===== config.mk =====
export PLATFORM = sky130hd
export DESIGN_NAME = nonlinear_resp_flat
export DESIGN_NICKNAME = d
export VERILOG_FILES = /design/src/rtl/ekf_pkg.sv /design/src/rtl/nonlinear_resp_if.sv /design/src/rtl/nl_alu.sv /design/src/rtl/nonlinear_resp.sv /design/src/flat_wrapper.sv
export SDC_FILE = /design/constraint.sdc
export NUM_CORES = 1
export LEC_CHECK = 0
export CORE_ASPECT_RATIO = 1.2
export CORE_MARGIN = 10
export CORE_UTILIZATION = 60
export DETAILED_ROUTE_END_ITERATION = 10
export PLACE_DENSITY = 0.78
export SYNTH_ARGS = -nofsm -noshare
export SYNTH_HDL_FRONTEND = slang
export SYNTH_HIERARCHICAL = 1
export SYNTH_SLANG_ARGS = --single-unit

===== constraint.sdc =====
create_clock -name clk -period 7.9 [get_ports clk]
set_input_delay 2.37 -clock clk [delete_from_list [all_inputs] [get_ports clk]]
set_output_delay 2.37 -clock clk [all_outputs]
set_load 0.01 [all_outputs]

===== src/rtl/ekf_pkg.sv =====
// Shared constants for the EKF datapath: stage one-hot codes, per-stage
// word counts, temp-buffer base addresses and the responder FSM encoding.
package ekf_pkg;

  localparam logic [2:0] STG_PRD = 3'b001;
  localparam logic [2:0] STG_NEW = 3'b010;
  localparam logic [2:0] STG_UPD = 3'b100;

  localparam int WORDS_PRD = 3;
  localparam int WORDS_LM  = 2;
  localparam int BASE_PRD  = 0;
  localparam int BASE_LM   = 3;

  typedef enum logic [1:0] {
    IDLE,
    CALC,
    WRITE,
    DONE
  } nl_state_e;

  function automatic logic is_onehot3(input logic [2:0] v);
    return (v == STG_PRD) || (v == STG_NEW) || (v == STG_UPD);
  endfunction

endpackage


===== src/rtl/nonlinear_resp_if.sv =====
// Configurator <-> nonlinear responder handshake: request/accept, result
// valid/acknowledge, landmark bookkeeping and the two signed operands.
interface nonlinear_resp_if #(
  parameter int RSA_DW  = 16,
  parameter int ROW_LEN = 10
);
  logic        [2:0]         nonlinear_m_val;
  logic        [2:0]         nonlinear_s_rdy;
  logic        [2:0]         nonlinear_s_val;
  logic        [2:0]         nonlinear_m_rdy;
  logic        [ROW_LEN-1:0] landmark_num;
  logic        [ROW_LEN-1:0] lm_idx;
  logic signed [RSA_DW-1:0]  operand_a;
  logic signed [RSA_DW-1:0]  operand_b;
  logic                      nl_err;

  modport master (
    output nonlinear_m_val, nonlinear_m_rdy, landmark_num, lm_idx,
           operand_a, operand_b,
    input  nonlinear_s_rdy, nonlinear_s_val, nl_err
  );

  modport slave (
    input  nonlinear_m_val, nonlinear_m_rdy, landmark_num, lm_idx,
           operand_a, operand_b,
    output nonlinear_s_rdy, nonlinear_s_val, nl_err
  );
endinterface


===== src/rtl/nl_alu.sv =====
// Combinational result words: w0 = a+b, w1 = a-b, w2 = (a*b)>>>8.
// Define NONLINEAR_SAT_EN to saturate w0/w1; w2 always wraps.
module nl_alu #(
  parameter int RSA_DW = 16
) (
  input  logic signed [RSA_DW-1:0] a,
  input  logic signed [RSA_DW-1:0] b,
  output logic        [RSA_DW-1:0] w0,
  output logic        [RSA_DW-1:0] w1,
  output logic        [RSA_DW-1:0] w2
);

  logic signed [2*RSA_DW-1:0] prod;

`ifdef NONLINEAR_SAT_EN
  logic signed [RSA_DW:0] sum;
  logic signed [RSA_DW:0] diff;

  // Overflow shows up as the two top bits of the widened result disagreeing.
  function automatic logic [RSA_DW-1:0] sat(input logic [RSA_DW:0] v);
    if (v[RSA_DW] == v[RSA_DW-1]) return v[RSA_DW-1:0];
    else if (v[RSA_DW])           return {1'b1, {(RSA_DW-1){1'b0}}};
    else                          return {1'b0, {(RSA_DW-1){1'b1}}};
  endfunction
`endif

  // NOTE: every always_comb output is assigned on every path, so no latches.
  always_comb begin
    prod = a * b;
    w2   = RSA_DW'(prod >>> 8);
`ifdef NONLINEAR_SAT_EN
    sum  = {a[RSA_DW-1], a} + {b[RSA_DW-1], b};
    diff = {a[RSA_DW-1], a} - {b[RSA_DW-1], b};
    w0   = sat(sum);
    w1   = sat(diff);
`else
    w0   = a + b;
    w1   = a - b;
`endif
  end

endmodule


===== src/rtl/nonlinear_resp.sv =====
// Nonlinear responder: accepts a one-hot stage job, waits CALC_LAT cycles,
// streams result words into the temp buffer, then holds s_val until acked.
module nonlinear_resp
  import ekf_pkg::*;
#(
  parameter int RSA_DW   = 16,
  parameter int TB_AW    = 12,
  parameter int ROW_LEN  = 10,
  parameter int CALC_LAT = 4
) (
  input  logic                clk,
  input  logic                sys_rst,
  nonlinear_resp_if.slave     bus,
  output logic                TB_wea,
  output logic [TB_AW-1:0]    TB_addra,
  output logic [RSA_DW-1:0]   TB_dina
);

  localparam int CW = (CALC_LAT > 1) ? $clog2(CALC_LAT) : 1;

  nl_state_e                state;
  logic [2:0]               stage_q;
  logic signed [RSA_DW-1:0] a_q;
  logic signed [RSA_DW-1:0] b_q;
  logic [ROW_LEN-1:0]       lm_idx_q;
  logic                     reject_q;
  logic [CW-1:0]            cnt;
  logic [1:0]               widx;
  logic [2:0]               s_val_q;
  logic                     nl_err_q;

  logic [RSA_DW-1:0]        w0, w1, w2;
  logic                     accept;
  logic                     reject_d;
  logic [1:0]               last_idx;
  logic [TB_AW-1:0]         base;

  nl_alu #(.RSA_DW(RSA_DW)) u_alu (
    .a  (a_q),
    .b  (b_q),
    .w0 (w0),
    .w1 (w1),
    .w2 (w2)
  );

  always_comb begin
    bus.nonlinear_s_rdy = 3'b000;
    if (state == IDLE && is_onehot3(bus.nonlinear_m_val))
      bus.nonlinear_s_rdy = bus.nonlinear_m_val;
    accept   = |(bus.nonlinear_m_val & bus.nonlinear_s_rdy);
    reject_d = ((bus.nonlinear_m_val == STG_NEW) && (bus.lm_idx != bus.landmark_num)) ||
               ((bus.nonlinear_m_val == STG_UPD) && (bus.lm_idx >= bus.landmark_num));
    last_idx = (stage_q == STG_PRD) ? 2'(WORDS_PRD - 1) : 2'(WORDS_LM - 1);
    base     = (stage_q == STG_PRD) ? TB_AW'(BASE_PRD)
                                    : TB_AW'(BASE_LM) + (TB_AW'(lm_idx_q) << 1);
  end

  assign bus.nonlinear_s_val = s_val_q;
  assign bus.nl_err          = nl_err_q;

  // NOTE: sequential state uses non-blocking assignments only, so every
  // register samples pre-edge values regardless of statement order.
  always_ff @(posedge clk or negedge sys_rst) begin
    if (!sys_rst) begin
      state    <= IDLE;
      stage_q  <= 3'b000;
      a_q      <= '0;
      b_q      <= '0;
      lm_idx_q <= '0;
      reject_q <= 1'b0;
      cnt      <= '0;
      widx     <= '0;
      s_val_q  <= 3'b000;
      nl_err_q <= 1'b0;
      TB_wea   <= 1'b0;
      TB_addra <= '0;
      TB_dina  <= '0;
    end else begin
      case (state)
        IDLE: if (accept) begin
          stage_q  <= bus.nonlinear_m_val;
          a_q      <= bus.operand_a;
          b_q      <= bus.operand_b;
          lm_idx_q <= bus.lm_idx;
          reject_q <= reject_d;
          cnt      <= CW'(CALC_LAT - 1);
          state    <= CALC;
        end
        CALC: begin
          if (cnt != '0) begin
            cnt <= cnt - 1'b1;
          end else if (reject_q) begin
            s_val_q  <= stage_q;
            nl_err_q <= 1'b1;
            state    <= DONE;
          end else begin
            TB_wea   <= 1'b1;
            TB_addra <= base;
            TB_dina  <= w0;
            widx     <= '0;
            state    <= WRITE;
          end
        end
        WRITE: begin
          if (widx == last_idx) begin
            TB_wea  <= 1'b0;
            s_val_q <= stage_q;
            state   <= DONE;
          end else begin
            widx     <= widx + 1'b1;
            TB_addra <= TB_addra + 1'b1;
            TB_dina  <= (widx == 2'd0) ? w1 : w2;
          end
        end
        DONE: if (|(s_val_q & bus.nonlinear_m_rdy)) begin
          s_val_q  <= 3'b000;
          nl_err_q <= 1'b0;
          state    <= IDLE;
        end
        default: state <= IDLE;
      endcase
    end
  end

endmodule


===== src/flat_wrapper.sv =====
// flat-port wrapper written by rule: the top's interface ports become plain ports
module nonlinear_resp_flat import ekf_pkg::*;
#(
  parameter int RSA_DW   = 16,
  parameter int TB_AW    = 12,
  parameter int ROW_LEN  = 10,
  parameter int CALC_LAT = 4
)
  (clk, sys_rst, TB_wea, TB_addra, TB_dina, bus_nonlinear_m_val, bus_nonlinear_m_rdy, bus_landmark_num, bus_lm_idx, bus_operand_a, bus_operand_b, bus_nonlinear_s_rdy, bus_nonlinear_s_val, bus_nl_err);
  nonlinear_resp_if #(.RSA_DW(RSA_DW), .ROW_LEN(ROW_LEN)) bus_i ();
  input  logic clk;
  input  logic sys_rst;
  output logic TB_wea;
  output logic [TB_AW-1:0] TB_addra;
  output logic [RSA_DW-1:0] TB_dina;
  input wire logic [$bits(bus_i.nonlinear_m_val)-1:0] bus_nonlinear_m_val;
  input wire logic [$bits(bus_i.nonlinear_m_rdy)-1:0] bus_nonlinear_m_rdy;
  input wire logic [$bits(bus_i.landmark_num)-1:0] bus_landmark_num;
  input wire logic [$bits(bus_i.lm_idx)-1:0] bus_lm_idx;
  input wire logic [$bits(bus_i.operand_a)-1:0] bus_operand_a;
  input wire logic [$bits(bus_i.operand_b)-1:0] bus_operand_b;
  output wire logic [$bits(bus_i.nonlinear_s_rdy)-1:0] bus_nonlinear_s_rdy;
  output wire logic [$bits(bus_i.nonlinear_s_val)-1:0] bus_nonlinear_s_val;
  output wire logic [$bits(bus_i.nl_err)-1:0] bus_nl_err;
  assign bus_i.nonlinear_m_val = bus_nonlinear_m_val;
  assign bus_i.nonlinear_m_rdy = bus_nonlinear_m_rdy;
  assign bus_i.landmark_num = bus_landmark_num;
  assign bus_i.lm_idx = bus_lm_idx;
  assign bus_i.operand_a = bus_operand_a;
  assign bus_i.operand_b = bus_operand_b;
  assign bus_nonlinear_s_rdy = bus_i.nonlinear_s_rdy;
  assign bus_nonlinear_s_val = bus_i.nonlinear_s_val;
  assign bus_nl_err = bus_i.nl_err;
  nonlinear_resp #(.RSA_DW(RSA_DW), .TB_AW(TB_AW), .ROW_LEN(ROW_LEN), .CALC_LAT(CALC_LAT)) u_core (.clk(clk), .sys_rst(sys_rst), .bus(bus_i), .TB_wea(TB_wea), .TB_addra(TB_addra), .TB_dina(TB_dina));
endmodule

==> results of run 1 <==
## metrics by stage
step | utilization | hold WS (ns)
6_report | 0.674 | 0.488
5_1_grt | 0.674 | 0.520
4_1_cts | 0.674 | 0.490
3_5_place_dp | 0.661 | 0.476
3_3_place_gp | 0.661 | 0.471
2_1_floorplan | - | 0.474
## state kept, by name, indices dropped and copies added (netlist names)
signal / cells
u_core/TB_addra: 12
u_core/TB_dina: 16
u_core/TB_wea: 1
u_core/a_q: 16
u_core/b_q: 16
u_core/bus.nl_err: 1
u_core/bus.nonlinear_s_val: 3
u_core/cnt: 2
u_core/lm_idx_q: 10
u_core/reject_q: 1
u_core/stage_q: 3
u_core/state: 2
u_core/widx: 2
## final cells by class
type	count	area, um2	share of cell area
multi-input cells	1030	9720	0.664
repair buffers	105	1020	0.0699
inverters	305	1140	0.0782
well taps	274	343	0.0234
clock inverters	7	55.1	0.00376
clock buffers	9	225	0.0154
flip-flops and latches	85	2130	0.145
## cells in the final DEF (no fill, tap or decap), types with 6 or more instances in the layout
cell type,count
a21o_1,9
a21oi_1,52
a31oi_1,9
and2_1,74
and3_1,9
buf_4,11
clkbuf_16,9
clkdlybuf4s50_1,94
dfrtp_1,85
fa_1,188
ha_1,119
inv_1,303
mux2_2,43
mux2i_1,16
nand2_1,166
nand2b_1,11
nand3_1,17
nand4_1,9
nor2_1,72
nor2b_1,6
nor3_1,17
o21ai_0,45
o21ai_1,6
o22ai_1,6
or2_2,7
xnor2_1,55
xor2_1,11
## layer usage
| layer | global-route usage | part of all wire | wire, um | vias up |
|---|---|---|---|---|
| met5 | 0 | 0 | 0 | - |
| met4 | 0.0611 | 0.022 | 733 | 0 |
| met3 | 0.0435 | 0.070 | 2350 | 60 |
| met2 | 0.425 | 0.52 | 17400 | 395 |
| met1 | 0.289 | 0.39 | 13100 | 5097 |
| li1 | - | - | - | 4762 |
## worst max-delay path, cell delays in order, from the launching register on
cell and delay (ns):
dfrtp_1 0.62, ha_1 0.38, fa_1 0.53, inv_1 0.06
fa_1 0.45, fa_1 0.48, fa_1 0.49, inv_1 0.06
fa_1 0.52, inv_1 0.05, fa_1 0.53, inv_1 0.04
ha_1 0.21, or2_2 0.31, or4_1 0.40, o31ai_1 0.10
nor3_2 0.12, a41oi_4 0.40, o211ai_4 0.16, a2111oi_2 0.34
nor3b_1 0.09, mux2i_1 0.15, nor2_1 0.06, a21oi_1 0.13
o21ai_0 0.08
## kinds of logic (layout without fill, tap and decap cells)
kind of cell             after synthesis  after routing  share of synthesized area
AO/OA/AOI/OAI                        180            180                     0.0889
XOR/XNOR                              68             68                     0.0465
AND/OR/NAND/NOR                      416            416                      0.153
adder cells (fa/ha/maj)              307            307                      0.396
multiplexers                          59             59                     0.0486
buffers and inverters                364            426                      0.107
flip-flops                            85             85                      0.160
## how the worst max path moves through the flow
stage	to	start	depth (start not counted)	slack, ns
3_3_place_gp	u_core/TB_dina[15]$_DFFE_PN0P_	u_core/a_q[5]$_DFFE_PN0P_	24	1.23
2_1_floorplan	u_core/TB_dina[15]$_DFFE_PN0P_	u_core/b_q[6]$_DFFE_PN0P_	25	1.59
3_5_place_dp	u_core/TB_dina[15]$_DFFE_PN0P_	u_core/a_q[5]$_DFFE_PN0P_	24	1.07
6_report	u_core/TB_dina[15]$_DFFE_PN0P_	u_core/b_q[5]$_DFFE_PN0P_	24	1.01
5_1_grt	u_core/TB_dina[15]$_DFFE_PN0P_	u_core/a_q[5]$_DFFE_PN0P_	24	0.67
4_1_cts	u_core/TB_dina[15]$_DFFE_PN0P_	u_core/a_q[5]$_DFFE_PN0P_	24	1.06
## power groups by stage
stage                     registers, uW  logic, uW  clock network, uW
final                               435       53.3                402
after CTS                           435       54.5                412
after global placement              443       53.3                  0
after detailed placement            443       54.4                  0
after global routing                435       58.5                428
after floorplan                     443       10.5                  0
==> results_dict.tcl, run 1 <==
set metrics [dict create \
    cp_max_fo 17 \
    via_count 10300 \
    grt_pass1_wl_um 55200 \
    p_sw_uw 206 \
    cts_tree "done" \
    wire_per_inst_um 18.5 \
    clk_pin_slew_worst_paths_ns 0.07 \
    synth.area.top_cells "fa_1, dfrtp_1, ha_1, inv_1, nand2_1" \
    grt_max_degree 80 \
    place_congestion 0.960 \
    area_growth_pct 10.3 \
    slew_headroom 0.212 \
    nets 1903 \
    grt_pass1_vias 10900 \
    synthesis.area_um2 13300 \
    vias_per_cell 5.68 \
    core-area_um2 21700 \
    swShare 0.231 \
    overflow 0 \
    dp_slack_ns 1.07 \
    reg2reg_to "u_core/TB_dina[15]$_DFFE_PN0P_" \
    fmax_ghz 0.145 \
    diodes 0 \
    tightest_slew_ns 1.18 \
    r2r_slack_ns 1.01 \
    htreeDepth 3 \
    final.setup.tns_ns 0 \
    cap_violations 0 \
    syn_area_per_cell_um2 8.97 \
    die_w_um 156 \
    hold_class "reg -> reg" \
    clock_path_buffers 2 \
    hold_path_depth 2 \
    yosysTopAreaCellShare 0.284 \
    hp-start "u_core/TB_dina[1]$_DFFE_PN0P_" \
    intPower_uw 684 \
    syn-num-nets 1846 \
    crit_type "reg -> reg" \
    yosysWarnings 6 \
    finClkSkew_ns 0.0113 \
    timing.final.crit_period_ns 6.89 \
    die_h_um 183 \
    clk_latency_ns 0.34 \
    seq_area_frac_synth 0.160 \
    power_frac_clock 0.452 \
    finish.instance_area_um2 14600 \
    cts_sinks 85 \
    ir_drop_mv 0.115 \
    die_area_um2 28500 \
    yosysMostFrequentCell "inv_1" \
    status "completed" \
    p_leak_uw 0.00700 \
    rsz0062_at_grt "no" \
    hold_viol 0 \
    num_rows 59 \
    layout-drive-gt1-share 0.0616 \
    fin_ws_ns 1.01 \
    end_kind "register" \
    setup_viol 0 \
    p_total_uw 890 \
    power_density_nw_per_um2 60.8 \
    synth_commonest_cells "inv_1, fa_1, nand2_1" \
    rr_worst_depth 24 \
    p_comb_frac 0.060 \
    synthDistinctLibCells 74 \
    grt_use_total 0.238 \
    holdPathEnd "u_core/TB_dina[1]$_DFFE_PN0P_" \
    ys_ff_latch 85 \
    seq_power_share 0.489 \
    crit_required_ns 8.09 \
    post_cts.repair.setup_buffers 0 \
    crit_arrival_ns 7.09 \
    synth.largest_area_cell "fa_1" \
    pin_count 96 \
    place_area_um2 14400 \
    min_period_over_period 0.872 \
    synth-edff-count 0 \
    numPortBuffers 95 \
    drc_errors 0 \
    initial_utilization 0.611 \
    clockRootBuffer "clkbuf_16" \
    first_iter_violations 749 \
    synthFlopType "dfrtp_1" \
    r2r_start "u_core/b_q[5]$_DFFE_PN0P_" \
    stdcell_count 1815 \
    crit_path_start_kind "register" \
    route.antenna.remaining_nets 0 \
    synth_cells 1479 \
    cts_buffers 9 \
    drt_pass1_iterations 6 \
    antenna_found_initial 0 \
    post_cts_resized 0 \
    drt-total-wl_um 33600 \
    hold_buffers 0 \
    dp.cells 1799 \
    slew_violations 0 \
    fill_cells 1773 \
    synthArstFlopShare 1.00 \
    dp_hpwl_um 27400 \
]
Power figures use the tool's default switching activity.
==> inputs of run 2 (changes only) <==
--- a/config.mk
+++ b/config.mk
@@ -5,8 +5,8 @@
 export SDC_FILE = /design/constraint.sdc
 export NUM_CORES = 1
 export LEC_CHECK = 0
+export ABC_AREA = 1
 export CORE_ASPECT_RATIO = 1.2
-export CORE_MARGIN = 10
 export CORE_UTILIZATION = 60
 export DETAILED_ROUTE_END_ITERATION = 10
 export PLACE_DENSITY = 0.78
==> run 2 against run 1 <==
Via count grew 26%. First-iteration DRC count grew 11%. Worst hold slack worse by 0.0088 ns.
==> results_dict.tcl, run 2 <==
set metrics [dict create \
    status "completed" \
    synthArstFlopShare 1.00 \
    r2r_slack_ns 1.04 \
    synth.area.top_cells "fa_1, nand2_1, dfrtp_1, inv_1, ha_1" \
    yosysTopAreaCellShare 0.263 \
    crit_path_start_kind "register" \
    grt_max_degree 73 \
    post_cts.repair.setup_buffers 0 \
    via_count 13000 \
    drt_pass1_iterations 7 \
    hold_path_depth 2 \
    yosysWarnings 6 \
    cts_sinks 85 \
    place_congestion 0.974 \
    vias_per_cell 5.44 \
    seq_area_frac_synth 0.148 \
    grt_pass1_vias 13500 \
    drt-total-wl_um 40900 \
    finClkSkew_ns 0.0152 \
    clock_path_buffers 2 \
    numPortBuffers 95 \
    min_period_over_period 0.868 \
    hold_viol 0 \
    rsz0062_at_grt "no" \
    htreeDepth 3 \
    crit_arrival_ns 7.15 \
    final_common_cell "nand2_1" \
    clockRootBuffer "clkbuf_16" \
    ys_ff_latch 85 \
    cp_max_fo 18 \
    drc_errors 0 \
    end_kind "register" \
    die_h_um 171 \
    cts_buffers 9 \
    synth.largest_area_cell "fa_1" \
    reg2reg_to "u_core/TB_dina[12]$_DFFE_PN0P_" \
    yosysMostFrequentCell "nand2_1" \
    r2r_start "u_core/a_q[7]$_DFFE_PN0P_" \
    cap_violations 0 \
    wire_per_inst_um 17.1 \
    hold_class "reg -> reg" \
    syn-num-nets 2386 \
    route.antenna.remaining_nets 0 \
    overflow 0 \
    holdPathEnd "u_core/TB_dina[9]$_DFFE_PN0P_" \
    crit_type "reg -> reg" \
    clk_pin_slew_worst_paths_ns 0.07 \
    synthFlopType "dfrtp_1" \
    synth_cells 2019 \
    pin_count 96 \
    layout_common_cells "nand2_1, inv_1, fa_1" \
    syn_area_per_cell_um2 7.10 \
    crit_required_ns 8.20 \
    cts_tree "done" \
    nets 2435 \
    first_iter_violations 829 \
    tightest_slew_ns 0.944 \
    synthDistinctLibCells 47 \
    layout-drive-gt1-share 0.0265 \
    fmax_ghz 0.146 \
    grt_pass1_wl_um 66600 \
    synthesis.area_um2 14300 \
    rr_worst_depth 23 \
    setup_viol 0 \
    synth-edff-count 0 \
    num_rows 61 \
    final.setup.tns_ns 0 \
    core-area_um2 23300 \
    die_area_um2 24500 \
    synth_commonest_cells "nand2_1, inv_1, fa_1" \
    area_growth_pct 9.74 \
    antenna_found_initial 0 \
    hold_buffers 0 \
    hp-start "u_core/TB_dina[9]$_DFFE_PN0P_" \
    timing.final.crit_period_ns 6.86 \
    initial_utilization 0.615 \
    top_regs "u_core/TB_dina (16), u_core/a_q (16), u_core/b_q (16)" \
    clk_latency_ns 0.36 \
    slew_headroom 0.371 \
    diodes 0 \
    dp_hpwl_um 32400 \
    post_cts_resized 0 \
    grt_use_total 0.360 \
    slew_violations 0 \
    die_w_um 143 \
]
## run 2: routing by layer
layer  GRT usage  vias to the layer above  part of all wire
met5           0                        -                 0
met3      0.0487                      157             0.060
met4       0.214                        0             0.059
met1       0.415                     6207              0.38
li1            -                     6071                 -
met2       0.635                      545              0.50
## run 2: through the flow
step | hold WS (ns) | instance area (um2) | instances | worst slack (ns) | utilization
after floorplan | 0.444 | 14300 | 2019 | 2.18 | -
after global routing | 0.507 | 15700 | 2388 | 0.742 | 0.675
after CTS | 0.482 | 15700 | 2388 | 1.13 | 0.675
after detailed placement | 0.464 | 15400 | 2372 | 1.18 | 0.663
after global placement | 0.454 | 15400 | 2372 | 1.18 | 0.663
final | 0.479 | 15700 | 2388 | 1.04 | 0.675
## run 2: worst max path at each step
stage / from / endpoint / slack, ns / cells past startpoint
floorplan: u_core/b_q[1]$_DFFE_PN0P_ / u_core/TB_dina[15]$_DFFE_PN0P_ / 2.18 / 27
detailed placement: u_core/a_q[7]$_DFFE_PN0P_ / u_core/TB_dina[12]$_DFFE_PN0P_ / 1.18 / 23
finish: u_core/a_q[7]$_DFFE_PN0P_ / u_core/TB_dina[12]$_DFFE_PN0P_ / 1.04 / 23
global placement: u_core/a_q[7]$_DFFE_PN0P_ / u_core/TB_dina[12]$_DFFE_PN0P_ / 1.18 / 23
global route: u_core/a_q[7]$_DFFE_PN0P_ / u_core/TB_dina[12]$_DFFE_PN0P_ / 0.74 / 23
CTS: u_core/a_q[7]$_DFFE_PN0P_ / u_core/TB_dina[12]$_DFFE_PN0P_ / 1.13 / 23
## run 2: final cells by class
class | count | area [um2]
Clock buffer | 11 | 253
Clock inverter | 5 | 33.8
Fill cell | 2038 | 7560
Inverter | 489 | 1840
Multi-Input combinational cell | 1377 | 10000
Sequential cell | 85 | 2130
Tap cell | 315 | 394
Timing Repair Buffer | 106 | 1030
## run 2: kinds of logic after synthesis
kind of cell	Yosys count	synth area share
and+or+nand+nor	856	0.241
AOI/OAI and AO/OA	171	0.0675
adders and majority gates	307	0.367
buffers and inverters	557	0.150
xor gates and xnor gates	43	0.0263
DFF	85	0.148
## run 2: critical path: stages, from the launching register on
cell and delay [ns]:
dfrtp_1 0.89, ha_1 0.40, inv_1 0.10, fa_1 0.54, inv_1 0.05, fa_1 0.49
inv_1 0.05, fa_1 0.53, inv_1 0.05, fa_1 0.48, fa_1 0.50, inv_1 0.07
fa_1 0.57, inv_1 0.06, ha_1 0.38, nand2_1 0.14, nor4_1 0.41, nand4_1 0.16
nand3_1 0.17, xor2_1 0.21, o21ai_0 0.11, o21ai_0 0.27, nand2_1 0.09, nand2_1 0.07
Power of run 2 is left out: the tool's default activity adds up to more than one toggle a clock period on the data nets, which glitch-free logic cannot reach.
